### src/rtl/lsu_mem_ctrl.sv
// Load/store unit between the control decoder and data memory. It latches one
// load or store, runs the req/gnt/rvalid handshake, lane-aligns store data,
// byte-extends load data, and stalls the core until the access completes.
module lsu_mem_ctrl #(
  parameter int DW      = 32,
  parameter int TIMEOUT = 255,
  parameter int TO_W    = 8
) (
  input  logic          clk,
  input  logic          rst_n,
  input  logic          req_valid,
  input  logic          mem_rw,
  input  logic [2:0]    load_sel,
  input  logic [1:0]    store_sel,
  input  logic [DW-1:0] addr,
  input  logic [DW-1:0] wdata,
  output logic          stall,
  output logic          done,
  output logic          err,
  output logic [DW-1:0] rdata,
  output logic          dmem_req,
  output logic          dmem_we,
  output logic [DW-1:0] dmem_addr,
  output logic [3:0]    dmem_be,
  output logic [DW-1:0] dmem_wdata,
  input  logic          dmem_gnt,
  input  logic          dmem_rvalid,
  input  logic [DW-1:0] dmem_rdata
);

  typedef enum logic [1:0] {IDLE, REQ, WAIT, RESP} state_t;
  typedef enum logic [1:0] {SZ_B, SZ_H, SZ_W} size_t;

  // Last counter value before expiry; the count clears on entry to REQ.
  localparam logic [TO_W-1:0] TO_LAST = (TIMEOUT == 0) ? '0 : TO_W'(TIMEOUT - 1);

  state_t          state;
  size_t           size_r;
  logic            uns_r;
  logic [1:0]      off_r;
  logic            err_r;
  logic [TO_W-1:0] to_cnt;

  size_t           req_size;
  logic            req_uns;
  logic            misaligned;
  logic [3:0]      be_nxt;
  logic [DW-1:0]   wdata_nxt;
  logic [7:0]      byte_sel;
  logic [15:0]     half_sel;
  logic [DW-1:0]   load_ext;
  logic            timeout_hit;

  // Decode the incoming request: access size, signedness, lanes and alignment.
  // NOTE: every signal gets a default first so no path through the block leaves a latch.
  always_comb begin
    req_size  = SZ_W;
    req_uns   = 1'b0;
    be_nxt    = 4'b1111;
    wdata_nxt = wdata;
    if (mem_rw) begin
      case (store_sel)
        2'b00:   req_size = SZ_B;
        2'b01:   req_size = SZ_H;
        default: req_size = SZ_W;
      endcase
    end else begin
      case (load_sel)
        3'b000:  req_size = SZ_B;
        3'b001:  req_size = SZ_H;
        3'b100:  begin req_size = SZ_B; req_uns = 1'b1; end
        3'b101:  begin req_size = SZ_H; req_uns = 1'b1; end
        default: req_size = SZ_W;
      endcase
    end
    case (req_size)
      SZ_B: begin
        be_nxt    = 4'b0001 << addr[1:0];
        wdata_nxt = {4{wdata[7:0]}};
      end
      SZ_H: begin
        be_nxt    = 4'b0011 << addr[1:0];
        wdata_nxt = {2{wdata[15:0]}};
      end
      default: begin
        be_nxt    = 4'b1111;
        wdata_nxt = wdata;
      end
    endcase
    // Loads always fetch the full word; lane selection happens on return.
    if (!mem_rw) be_nxt = 4'b1111;
    misaligned = ((req_size == SZ_H) && addr[0]) ||
                 ((req_size == SZ_W) && (addr[1:0] != 2'b00));
  end

  // Select and extend the returned lane using the latched offset and size.
  always_comb begin
    byte_sel = dmem_rdata[{off_r, 3'b000} +: 8];
    half_sel = dmem_rdata[{off_r[1], 4'b0000} +: 16];
    case (size_r)
      SZ_B:    load_ext = uns_r ? {24'h0, byte_sel} : {{24{byte_sel[7]}}, byte_sel};
      SZ_H:    load_ext = uns_r ? {16'h0, half_sel} : {{16{half_sel[15]}}, half_sel};
      default: load_ext = dmem_rdata;
    endcase
  end

  // A handshake arriving in the expiry cycle takes priority over the abort.
  assign timeout_hit = (TIMEOUT != 0) && (to_cnt >= TO_LAST);

  // Access sequencing: latch the request, run the handshake, capture or abort.
  // NOTE: sequential state uses non-blocking assignments so every register reads pre-edge values.
  always_ff @(posedge clk or negedge rst_n) begin
    if (!rst_n) begin
      state      <= IDLE;
      dmem_req   <= 1'b0;
      dmem_we    <= 1'b0;
      dmem_addr  <= '0;
      dmem_be    <= '0;
      dmem_wdata <= '0;
      rdata      <= '0;
      err_r      <= 1'b0;
      to_cnt     <= '0;
      size_r     <= SZ_W;
      uns_r      <= 1'b0;
      off_r      <= 2'b00;
    end else begin
      case (state)
        IDLE: begin
          if (req_valid) begin
            dmem_we    <= mem_rw;
            dmem_addr  <= {addr[DW-1:2], 2'b00};
            dmem_be    <= be_nxt;
            dmem_wdata <= wdata_nxt;
            size_r     <= req_size;
            uns_r      <= req_uns;
            off_r      <= addr[1:0];
            err_r      <= misaligned;
            to_cnt     <= '0;
            if (misaligned) begin
              state <= RESP;
            end else begin
              dmem_req <= 1'b1;
              state    <= REQ;
            end
          end
        end
        REQ: begin
          to_cnt <= to_cnt + 1'b1;
          if (dmem_gnt) begin
            dmem_req <= 1'b0;
            state    <= dmem_we ? RESP : WAIT;
          end else if (timeout_hit) begin
            dmem_req <= 1'b0;
            rdata    <= '0;
            err_r    <= 1'b1;
            state    <= RESP;
          end
        end
        WAIT: begin
          to_cnt <= to_cnt + 1'b1;
          if (dmem_rvalid) begin
            rdata <= load_ext;
            state <= RESP;
          end else if (timeout_hit) begin
            rdata <= '0;
            err_r <= 1'b1;
            state <= RESP;
          end
        end
        RESP:    state <= IDLE;
        default: state <= IDLE;
      endcase
    end
  end

  // Stall must rise in the same cycle the request is presented to freeze the PC.
  assign stall = ((state == IDLE) && req_valid) || (state == REQ) || (state == WAIT);
  assign done  = (state == RESP);
  assign err   = (state == RESP) && err_r;

endmodule

### config.mk
export PLATFORM = sky130hd
export DESIGN_NAME = lsu_mem_ctrl
export DESIGN_NICKNAME = d
export VERILOG_FILES = /design/src/rtl/lsu_mem_ctrl.sv
export SDC_FILE = /design/constraint.sdc
export NUM_CORES = 1
export LEC_CHECK = 0
export CAP_MARGIN = 20
export CORE_MARGIN = 1
export CORE_UTILIZATION = 44
export DETAILED_ROUTE_END_ITERATION = 6
export PLACE_DENSITY = 0.8
export REMOVE_ABC_BUFFERS = 1
export SLEW_MARGIN = 20
export SYNTH_ARGS = -nofsm -noshare
export SYNTH_HDL_FRONTEND = slang
export SYNTH_SLANG_ARGS = --single-unit
### constraint.sdc
create_clock -name clk -period 2.5 [get_ports clk]
set_input_delay 0.5 -clock clk [delete_from_list [all_inputs] [get_ports clk]]
set_output_delay 0.5 -clock clk [all_outputs]
set_load 0.02 [all_outputs]
### After elaboration in Yosys (flattened, before gate mapping)

Cells that the tools add are included.

* register bits after elaboration: 116
* output and inout port bits: 105
* word-level logic and storage cells: 93

* add/sub/neg operators: 1
* order comparisons: 1
* eq/ne operators: 15
* shifts and indexed selects: 4
* muxes and demuxes: 34
* reduce and logical (&&, ||, !) cells: 26

Operators by type and width (number)
* 32-bit case mux with 2 select lines: 3
* 32-bit 2-to-1 mux: 5
* 32-bit by 6-bit variable part select with 16-bit output: 1
* 32-bit by 6-bit variable part select with 8-bit output: 1
* 8-bit case mux with 2 select lines: 1
* 2-bit 2-to-1 mux: 6
* 1-bit 2-to-1 mux: 11
* 8-bit by 1-bit adder with 8-bit output (second input constant): 1
* 2-bit by 1-bit == test with 1-bit output (second input constant): 4
* 8-bit >= comparator (second input constant): 1
* 2-bit logical NOT: 4
* 8-bit 2-to-1 mux: 1
* 2-bit inequality test (second input constant): 4
* 2-bit case mux with 2 select lines: 2
* 2-bit case mux with 4 select lines: 1
* 4-bit case mux with 2 select lines: 1
* 4-bit AND reduction: 2
* 2-bit nonzero test: 4
* 2-bit OR reduction: 4
* 2-bit == test (second input constant): 3
* 3-bit == test (second input constant): 2
* 2-bit AND reduction: 3
* 1-bit logical AND: 4
* 4-bit 2-to-1 mux: 1
* other kinds (9): 11

### Logic depth before layout (Yosys ltp)

* depth after elaboration: 10
* mapped depth: 9

### Worst setup path before layout

OpenSTA, ideal clock, no wires.

* path kind: reg2out
* start: register state[0]
* end: output port stall
* arrival: 1.463 ns
* required time: 2.000 ns
* path slack: 0.537 ns
* cell stages (with the launch flop): 7
* path through: dfrtp_1 inv_1 ha_1 buf_2 nand2_1 clkbuf_1 nand2_1

* cells in the longest elaborated chain, start to end: 4
* elaborated cells between the ends (all ways): 6
* classes of those cells: eq/ne (2); reduce/logical (4)

Ends and longest elaborated chain
* from (decl): RTL line 37 `state_t state;`
* from (signal assigned): RTL line 151 `state <= dmem_we ? RESP : WAIT;`
* 2-bit logical NOT: RTL line 177 `assign stall = ((state == IDLE) && req_valid) || (state == REQ) || (state == WAIT);`
* 1-bit logical AND: RTL line 177
* 1-bit logical OR: RTL line 177
* 1-bit logical OR (*): RTL line 177
* to (decl): RTL line 17 `output logic stall,`

Mark *: on every way between the ends. The rest lies on a longest branch, timed or not.

### Worst setup path after layout

* start: register state[1]
* end: output port stall

The elaborated chain is that of the path after synthesis.

==> metrics.md <==
| Metric | Value |
|---|---|
| Status | complete, no violations |
| # port buffers | 209 |
| Clock Tree Root | clkbuf_16 |
| Synth Register Bits | 116 |
| PwrDens | 1350 nW/um2 |
| Max Clock Freq | 430 MHz |
| Post-synthesis sequential area ratio | 53.5% |
| Vias in the first global route | 5272 |
| Post-synth top flop | dfrtp_1 |
| Delay-heaviest family, CP | flip-flops |
| CP required | 2.00 ns |
| Cell taking the most area after synthesis | dfrtp_1 |
| Post-route clock period utilization | 92.9% |
| Hold Path Class | input pin to async pin |
| Post-DP HPWL | 11700 um |
| # Max-Cap Violations | 0 |
| Vias post-DR | 5240 |
| Synth warn | 0 |
| H-tree Lvls | 4 |
| Clock Skews | 0.00942 ns |
| Slowest-stage cell, CP | dfrtp_1 |
| Yosys cell types | 55 |
| Post-Syn Area per Cell | 9.40 um2 |
| Commonest cells post-synth | nand2_1 (171), dfrtp_1 (115), nor2_1 (39), o21ai_0 (27), a21oi_1 (20) |
| Worst flop-to-flop path startpoint | state[1] |
| Reg2Reg Depth | 6 |
| Worst slew margin | 56.9% |
| Clock transition at path regs | 0.05 ns |
| RR Endpoint | rdata[21] |
| Post-DRT Antenna Nets | 0 |
| Worst EP arrival | 1.82 ns |
| Leakage Power | 0.00366 uW |
| Largest net degree at the start of global routing | 117 |
| CP endpoint kind | output pin |
| Setup TNS Final | 0 ns |
| Initial DRC count | 351 |
| Core area | 12000 um2 |
| Num rows | 40 |
| Synthesized area | 5430 um2 |
| Crit path max fanout | 8 |
| Post-synth EDFFs | 0 |
| Die Span Y | 113 um |
| Cts bufs inserted | 17 |
| Postcts setup bufs | 0 |
| Vias/cell | 5.53 |
| RSZ-0062 raised after global routing | no |
| Worst skew pair latency | 0.41 ns |
| TritonCTS clock tree | done |
| N_diodes | 0 |
| DIE AREA | 12800 um2 |
| Setup Viol. Count Final | 0 |
| FFs w/ async S/R, synth | 100% |
| Top cells by area, synth | dfrtp_1 (53%), nand2_1 (12%), a221o_1 (3.0%) |
| Num Clock Sinks | 116 |
| Layout Nets | 901 |
| Reg-to-reg slack, setup | 0.24 ns |
| Maximum clock path buffer count | 2 |
| Final hold vios | 0 |
| Least-Margin Pin Slew | 0.645 ns |
| Slowest cell delay on critical path | 0.42 ns |
| First-pass GRT wire length | 26400 um |
| # IOs | 212 |
| WP buf/inv | 2 |
| Top cell type's share of synthesized area | 53.0% |
| Die Wd | 113 um |
| Most frequent cell after synthesis | nand2_1 |
| Initial antenna violation count | 0 |
| Gp weighted congestion | 0.873 |
| CP Launch Type | flop |
| GRT Total Usage | 26.6% |
| Initial Util | 45.2% |
| Layout cell share with drive strength beyond 1 | 8.11% |
| Drt drc | 0 |
| Dpl cells | 916 |
| Average wire per standard cell | 17.4 um |
| Post-layout min period | 2.32 ns |
| Final std cells w/o fill | 948 |
| DRT Pass-1 Iters | 5 |
| Synthesized instance count | 577 |
| Max IR drop VDD | 0.831 mV |
| Layout fillers | 898 |
| Final wirelength | 16500 um |
| Crit-path cells | inv_1 -> ha_1 -> nor2_2 -> nand2_1 -> dlygate4sd2_1 |
| Area growth, synth to finish | 53.0% |
| Final Max Slew Viols | 0 |
| Grt total ovfl | 0 |
| Critical path class | flop to output pin |
## how the worst max path moves through the flow
| stage | start | end | slack, ns | cells after the start |
|---|---|---|---|---|
| finish | state[1] | stall | 0.18 | 5 |
| global route | state[1] | stall | 0.08 | 5 |
| CTS | state[1] | rdata[21] | 0.07 | 6 |
| detailed placement | dmem_gnt | rdata[29] | -0.06 | 5 |
| global placement | dmem_gnt | rdata[18] | -0.01 | 5 |
| floorplan | state[0] | dmem_be[2] | -0.62 | 5 |
## area by class of cell
type | instances | area (um2) | area share (%)
Clock buffer | 19 | 433 | 5.21
Timing Repair Buffer | 226 | 2230 | 26.8
Inverter | 17 | 63.8 | 0.769
Clock inverter | 13 | 183 | 2.20
Sequential cell | 116 | 2900 | 35.0
Tap cell | 147 | 184 | 2.22
Multi-Input combinational cell | 410 | 2310 | 27.8
## kinds of logic (layout without fill, tap and decap cells)
group / after synthesis / in the layout / synth area share (%)
xor gates and xnor gates: 5 / 5 / 0.807
AOI/OAI and AO/OA: 122 / 122 / 16.0
and+or+nand+nor: 261 / 261 / 20.8
other: 1 / 2 / 0.0691
DFF: 116 / 116 / 53.5
muxes: 14 / 14 / 3.09
buffers and inverters: 52 / 275 / 4.36
adders and majority gates: 6 / 6 / 1.38
## sequential cells by signal, indices dropped and copies added (netlist names)
name,cells
state,2
size_r,2
err_r,1
to_cnt,8
off_r,2
dmem_we,1
dmem_wdata,32
dmem_addr,30
dmem_req,1
rdata,32
dmem_be,4
uns_r,1
## placed cells by master, fill, tap and decap left out, types with 8 or more instances in the layout
cell type,count
a31oi_1,16
mux2i_1,10
or3_1,8
nor2_1,38
o21ai_0,27
a221o_1,16
a21oi_1,20
clkbuf_16,17
o2bb2ai_1,8
a221oi_1,9
dfrtp_1,115
buf_4,17
inv_1,17
and2_1,8
clkdlybuf4s50_1,207
nand2_1,170
## where the power goes
group / switching (uW) / internal (uW) / leakage [uW]
sequential: 624 / 2760 / 0.00141
clock: 891 / 1670 / 0.000289
combinational: 2780 / 2460 / 0.00196
## worst reg2reg max path, stage by stage, from the launching register on
cell and delay, ns:
dfrtp_1 0.42, inv_1 0.09, ha_1 0.28, and2_1 0.27, nor3_1 0.32, and3b_1 0.61, a221o_1 0.21
## metrics by stage
stage | worst slack (ns) | hold WS [ns] | cell area, um2 | utilization (%) | power [uW]
final | 0.176 | 0.133 | 8300 | 69.1 | 11200
after global routing | 0.0817 | 0.201 | 8300 | 69.1 | 11800
after global placement | -0.0118 | 0.457 | 7680 | 63.9 | 8460
after floorplan | -0.623 | 0.204 | 5260 | - | 6080
after detailed placement | -0.0606 | 0.462 | 7680 | 63.9 | 8600
after CTS | 0.0738 | 0.207 | 8300 | 69.1 | 11200
## layer usage
layer	share of wire (%)	GRT usage [%]
met5	0	0
met4	2.4	10.3
met3	10	9.91
met2	48	43.2
met1	40	32.2
## repair_timing
action | in CTS | in global routing
hold buffers | 0 | 0
endpoints found under the setup margin | 1 | 26
resized for setup | 2 | 1
(Power assumes the default switching activity.)
